<file path="src/rtl/l2_cache_pkg.sv">
// Shared types and constants for the 2-way, 8-set, 32-byte-line L2 cache controller.
package l2_cache_pkg;
  typedef enum logic [2:0] {IDLE, CHECK, WRITEBACK, FETCH, RELOAD} l2_state_t;
  localparam int          LINE_BYTES = 32;
  localparam logic [31:0] BE_ALL     = 32'hFFFF_FFFF;
  typedef logic way_t;
endpackage

</file>
<file path="src/rtl/l2_perf_counters.sv">
// Hit / miss / writeback event counters; wrap modulo 2**32, synchronous clear.
module l2_perf_counters (
  input  logic        clk,
  input  logic        rst,
  input  logic        i_hit_inc,
  input  logic        i_miss_inc,
  input  logic        i_wb_inc,
  output logic [31:0] o_hit_count,
  output logic [31:0] o_miss_count,
  output logic [31:0] o_wb_count
);
  always_ff @(posedge clk) begin
    if (rst) begin
      o_hit_count  <= '0;
      o_miss_count <= '0;
      o_wb_count   <= '0;
    end else begin
      if (i_hit_inc)  o_hit_count  <= o_hit_count  + 32'd1;
      if (i_miss_inc) o_miss_count <= o_miss_count + 32'd1;
      if (i_wb_inc)   o_wb_count   <= o_wb_count   + 32'd1;
    end
  end
endmodule

</file>
<file path="src/rtl/l2_cache_control.sv">
// L2 cache control FSM: hit service, dirty-victim writeback, line fill, LRU update.
// Optional performance counters are built when L2_PERF_CTR_EN is defined.
module l2_cache_control
  import l2_cache_pkg::*;
#(
  parameter int s_offset = 5,
  parameter int s_index  = 3
) (
  input  logic                     clk,
  input  logic                     rst,
  input  logic                     mem_read,
  input  logic                     mem_write,
  input  logic [2**s_offset-1:0]   mem_byte_enable256,
  output logic                     mem_resp,
  output logic                     pmem_read,
  output logic                     pmem_write,
  input  logic                     pmem_resp,
  input  logic                     hit0,
  input  logic                     hit1,
  input  logic                     lru_out,
  input  logic                     dirty0_out,
  input  logic                     dirty1_out,
  input  logic                     valid0_out,
  input  logic                     valid1_out,
  output logic [2**s_offset-1:0]   byte_enable0,
  output logic [2**s_offset-1:0]   byte_enable1,
  output logic                     lru_in,
  output logic                     dirty0_in,
  output logic                     dirty1_in,
  output logic                     valid0_in,
  output logic                     valid1_in,
  output logic                     ld_lru,
  output logic                     ld_dirty0,
  output logic                     ld_dirty1,
  output logic                     ld_valid0,
  output logic                     ld_valid1,
  output logic                     ld_tag0,
  output logic                     ld_tag1,
  output logic                     rd_data0,
  output logic                     rd_data1,
  output logic                     rd_dirty0,
  output logic                     rd_dirty1,
  output logic                     rd_valid0,
  output logic                     rd_valid1,
  output logic                     rd_lru,
  output logic                     rd_tag0,
  output logic                     rd_tag1,
  output logic                     datain0_sel,
  output logic                     datain1_sel,
  output logic                     mem_addr_sel,
  output logic [31:0]              hit_count,
  output logic [31:0]              miss_count,
  output logic [31:0]              wb_count
);
  if (2**s_offset != LINE_BYTES || s_index < 1) begin : g_cfg_chk
    $error("l2_cache_control: unsupported cache geometry");
  end

  l2_state_t r_state, w_next;
  way_t      w_victim, w_hit_way;
  logic      w_req, w_hit, w_vic_dirty;

  assign w_req       = mem_read | mem_write;
  assign w_hit       = hit0 | hit1;
  assign w_hit_way   = way_t'(~hit0);
  assign w_victim    = way_t'(lru_out);
  assign w_vic_dirty = w_victim ? (valid1_out & dirty1_out) : (valid0_out & dirty0_out);

  always_ff @(posedge clk) begin
    if (rst) r_state <= IDLE;
    else     r_state <= w_next;
  end

  always_comb begin
    w_next       = r_state;
    mem_resp     = 1'b0;
    pmem_read    = 1'b0;
    pmem_write   = 1'b0;
    byte_enable0 = '0;
    byte_enable1 = '0;
    lru_in       = 1'b0;
    dirty0_in    = 1'b0;
    dirty1_in    = 1'b0;
    valid0_in    = 1'b0;
    valid1_in    = 1'b0;
    ld_lru       = 1'b0;
    ld_dirty0    = 1'b0;
    ld_dirty1    = 1'b0;
    ld_valid0    = 1'b0;
    ld_valid1    = 1'b0;
    ld_tag0      = 1'b0;
    ld_tag1      = 1'b0;
    rd_data0     = 1'b0;
    rd_data1     = 1'b0;
    rd_dirty0    = 1'b0;
    rd_dirty1    = 1'b0;
    rd_valid0    = 1'b0;
    rd_valid1    = 1'b0;
    rd_lru       = 1'b0;
    rd_tag0      = 1'b0;
    rd_tag1      = 1'b0;
    datain0_sel  = 1'b0;
    datain1_sel  = 1'b0;
    mem_addr_sel = 1'b0;
    // Reset masks every strobe so an in-flight pmem transfer is dropped at once.
    if (!rst) begin
      unique case (r_state)
        IDLE, RELOAD: begin
          {rd_data0, rd_data1, rd_dirty0, rd_dirty1, rd_valid0, rd_valid1} = '1;
          {rd_lru, rd_tag0, rd_tag1} = '1;
          if (r_state == RELOAD) w_next = CHECK;
          else if (w_req)        w_next = CHECK;
        end
        CHECK: begin
          if (!w_req) begin
            w_next = IDLE;
          end else if (w_hit) begin
            mem_resp = 1'b1;
            ld_lru   = 1'b1;
            lru_in   = ~w_hit_way;
            if (mem_write) begin
              if (w_hit_way) begin
                byte_enable1 = mem_byte_enable256;
                ld_dirty1    = 1'b1;
                dirty1_in    = 1'b1;
              end else begin
                byte_enable0 = mem_byte_enable256;
                ld_dirty0    = 1'b1;
                dirty0_in    = 1'b1;
              end
            end
            w_next = IDLE;
          end else begin
            w_next = w_vic_dirty ? WRITEBACK : FETCH;
          end
        end
        WRITEBACK: begin
          mem_addr_sel = 1'b1;
          pmem_write   = 1'b1;
          if (pmem_resp) begin
            if (w_victim) ld_dirty1 = 1'b1;
            else          ld_dirty0 = 1'b1;
            w_next = FETCH;
          end
        end
        FETCH: begin
          pmem_read = 1'b1;
          if (w_victim) datain1_sel = 1'b1;
          else          datain0_sel = 1'b1;
          if (pmem_resp) begin
            if (w_victim) begin
              byte_enable1 = BE_ALL;
              {ld_tag1, ld_valid1, valid1_in, ld_dirty1} = '1;
            end else begin
              byte_enable0 = BE_ALL;
              {ld_tag0, ld_valid0, valid0_in, ld_dirty0} = '1;
            end
            w_next = RELOAD;
          end
        end
        default: w_next = IDLE;
      endcase
    end
  end

`ifdef L2_PERF_CTR_EN
  // The forced hit after a fill belongs to the miss, so it is not counted.
  logic r_refill;
  always_ff @(posedge clk) begin
    if (rst)                     r_refill <= 1'b0;
    else if (r_state == RELOAD)  r_refill <= 1'b1;
    else if (r_state == IDLE)    r_refill <= 1'b0;
  end

  l2_perf_counters u_perf (
    .clk          (clk),
    .rst          (rst),
    .i_hit_inc    (mem_resp & ~r_refill),
    .i_miss_inc   ((r_state == CHECK) && (w_next == WRITEBACK || w_next == FETCH)),
    .i_wb_inc     ((r_state == WRITEBACK) && pmem_resp && !rst),
    .o_hit_count  (hit_count),
    .o_miss_count (miss_count),
    .o_wb_count   (wb_count)
  );
`else
  assign hit_count  = '0;
  assign miss_count = '0;
  assign wb_count   = '0;
`endif
endmodule

</file>
<file path="config.mk">
export PLATFORM = sky130hd
export DESIGN_NAME = l2_cache_control
export DESIGN_NICKNAME = d
export VERILOG_FILES = /design/src/rtl/l2_cache_pkg.sv /design/src/rtl/l2_perf_counters.sv /design/src/rtl/l2_cache_control.sv
export SDC_FILE = /design/constraint.sdc
export NUM_CORES = 1
export LEC_CHECK = 0
export BUFFER_PORTS_ARGS = -buffer_cell sky130_fd_sc_hd__buf_4
export CORE_AREA = 3 3 90 92
export DETAILED_ROUTE_END_ITERATION = 10
export DIE_AREA = 0 0 93 95
export GPL_TIMING_DRIVEN = 0
export SETUP_SLACK_MARGIN = 0.3
export SLEW_MARGIN = 20
export SYNTH_ARGS = -nofsm -noshare
export SYNTH_HDL_FRONTEND = slang
export SYNTH_SLANG_ARGS = --single-unit
</file>
<file path="constraint.sdc">
create_clock -name clk -period 2.7 [get_ports clk]
set_input_delay 0.135 -clock clk [delete_from_list [all_inputs] [get_ports clk]]
set_output_delay 0.135 -clock clk [all_outputs]
set_load 0.1 [all_outputs]
</file>
==> metrics.yaml <==
fin_skew_ns: 0.000917
grt_overflow: 0
cts.sinks: 3
grt_usage_pct: 14.7
nNetsFinal: 588
cp_slowest_stage_delay_ns: 0.31
routed-via-count: 2374
ioPinCount: 231
cts_root_buffer: "clkbuf_8"
synthCells: 308
drtIter0Drc: 35
cp_data_arrival_time_ns: 2.14
path_class: "flip-flop to output pin"
synth_area_mm2: 0.00182
async_flop_share_pct: 0
layout-drive-gt1-share_pct: 55.4
die_area_mm2: 0.00884
grt_max_degree: 11
fin_crit_sh_pct: 84.4
critPathSlowestCell: "dfxtp_1"
synth_edf_count: 0
grt_pass1_wl_um: 10700
cp_cell_sequence: "buf_4, nand2_1, nor2_1, nand3_1, clkbuf_2, nor2_4, buf_4, buf_4"
routed_wl_um: 7050
die_y_um: 95
num_antenna_cells: 0
hp-class: "primary input to flip-flop"
cts_inserted_buffers: 3
wl_per_cell_um: 11.0
avgViaCountPerCell: 3.70
synth-seq-cells: 3
top_register: "r_state"
start_util_pct: 25.0
ys_seq_area_share_pct: 3.30
cpLargestDelayFamily: "buffers and inverters"
max_slew.worst_pin.slew_ns: 0.685
fmax_mhz: 439
finalPower_uw: 1340
ys_top_cells_by_area: "buf_4 (47%), a21oi_1 (18%), nand2_1 (14%), dfxtp_1 (3.3%), clkbuf_1 (2.5%)"
crit_path_frequent_cell: "buf_4"
synthFlopType: "dfxtp_1"
outcome: "complete, no violations"
hold_violations: 0
dp.cells: 636
antenna_found_initial: 0
synth.avg_cell_area_um2: 5.91
grt_pass1_vias: 2174
ant_nets: 0
path_buf_inv: 4
start_kind: "flip-flop"
portBuffers: 134
top_regs: "r_state (3)"
cts_htree_levels: 1
fill_cells: 750
rows: 31
ys_types: 25
required_ns: 2.57
area_growth_syn_to_layout_pct: 94.0
clkTransAtPathRegs_ns: 0.03
gp_congestion: 0.780
p_leak_uw: 0.00191
maxSlewViolCount: 0
grt_setup_unrepaired: "yes"
core-area_mm2: 0.00729
peakVddDrop_uv: 252
route.detailed.drc: 0
largest_reg_flops: 3
instances_no_fill: 642
crit_fanout: 10
die_w_um: 93
worstSkewPairLatency_ns: 0.22
ctsHoldBuffers: 0
worst_setup_path_end_kind: "output pin"
synthDominantCellAreaShare_pct: 47.4
slew_headroom_pct: 54.4
clockBufferDepth: 2
drt-pass1-iter-count: 4
cts_tree: "built"
dp_hpwl_um: 6060
layout_min_cycle_time_ns: 2.28
p_per_area_mw_per_mm2: 380
yosysTopAreaCell: "buf_4"
setup_viol: 0
synth_warnings: 0
max_cap_viol_count: 0
-- worst reg2reg max path: stages (launching register included) --
cell	delay [ns]
dfxtp_1	0.29
buf_2	0.20
nor2b_1	0.22
nor2b_1	0.29
and3_1	0.19
-- power breakdown --
group          internal (µW)  switching [µW]  leakage, µW  total, µW
clock                    101            33.4    0.0000228        134
combinational            226             933      0.00186       1160
sequential              47.8           0.810    0.0000245       48.6
total                    375             967      0.00191       1340
-- path summary, 6_finish.rpt --
check                          start                       to  slack, ns  depth (start not counted)
max          r_state[1]$_SDFFE_PP0P_                valid1_in       0.42                          8
min                        pmem_resp  r_state[2]$_SDFFE_PP0P_       0.18                          2
max reg2reg  r_state[0]$_SDFFE_PP0P_  r_state[2]$_SDFFE_PP0P_       1.46                          4
min reg2reg  r_state[2]$_SDFFE_PP0P_  r_state[1]$_SDFFE_PP0P_       0.58                          1
-- layer usage --
metal | global-route usage [%] | wire (µm) | share of wire (%) | up-vias
li1 | - | - | - | 1265
met1 | 16.7 | 2570 | 36 | 973
met2 | 27.8 | 3640 | 52 | 132
met3 | 3.43 | 789 | 11 | 4
met4 | 2.93 | 46 | 0.65 | 0
met5 | 0 | 0 | 0 | -
-- metrics by stage --
stage | TNS [ns] | setup WS, ns | hold slack (ns) | instance area, µm² | utilization (%)
after floorplan | -2.74 | -0.0862 | 0.288 | 2330 | -
after global placement | 0 | 0.552 | 0.396 | 3460 | 47.4
after detailed placement | 0 | 0.550 | 0.399 | 3460 | 47.4
after CTS | 0 | 0.304 | 0.171 | 3500 | 48.0
after global routing | 0 | 0.231 | 0.197 | 3530 | 48.5
final | 0 | 0.421 | 0.177 | 3530 | 48.5
-- cells in the mapped netlist (3+ instances only) --
library cell and n:
and3_1 3, nand2_1 66, a21oi_1 66, clkbuf_1 12
buf_4 115, dfxtp_1 3, buf_2 4, nor3_1 7
nor2_1 8, nor2b_1 4
-- cell families (layout without fill, tap and decap cells) --
family	Yosys count	count (layout)	share of synthesized area [%]
AOI/OAI and AO/OA	70	70	19.7
and+or+nand+nor	100	100	24.4
other	1	96	0.206
buffers and inverters	134	274	52.4
DFF	3	3	3.30
-- timing repair --
action,CTS,global route
pin swaps,0,1
gates resized for setup,1,16
setup buffers,0,2
setup endpoints to repair,2,63
-- cell type report --
type / instances / area (µm²) / share of cell area (%)
Clock buffer: 4 / 45.0 / 1.27
Multi-Input combinational cell: 266 / 1320 / 37.2
Buffer: 134 / 962 / 27.2
Sequential cell: 3 / 60.1 / 1.70
Timing Repair Buffer: 136 / 1030 / 29.1
Tap cell: 99 / 124 / 3.50
-- layout by cell type (no fill, tap or decap), drive strengths merged, types with 2 or more instances in the layout --
cell type | Yosys | routed
a21oi | 66 | 66
and2 | 2 | 2
and3 | 3 | 3
and3b | 2 | 2
buf | 122 | 261
clkbuf | 12 | 13
conb | 1 | 96
dfxtp | 3 | 3
nand2 | 66 | 66
nand2b | 2 | 2
nand3b | 2 | 2
nor2 | 8 | 8
nor2b | 4 | 4
nor3 | 7 | 7
No activity file was read; power rests on OpenSTA's default activity.
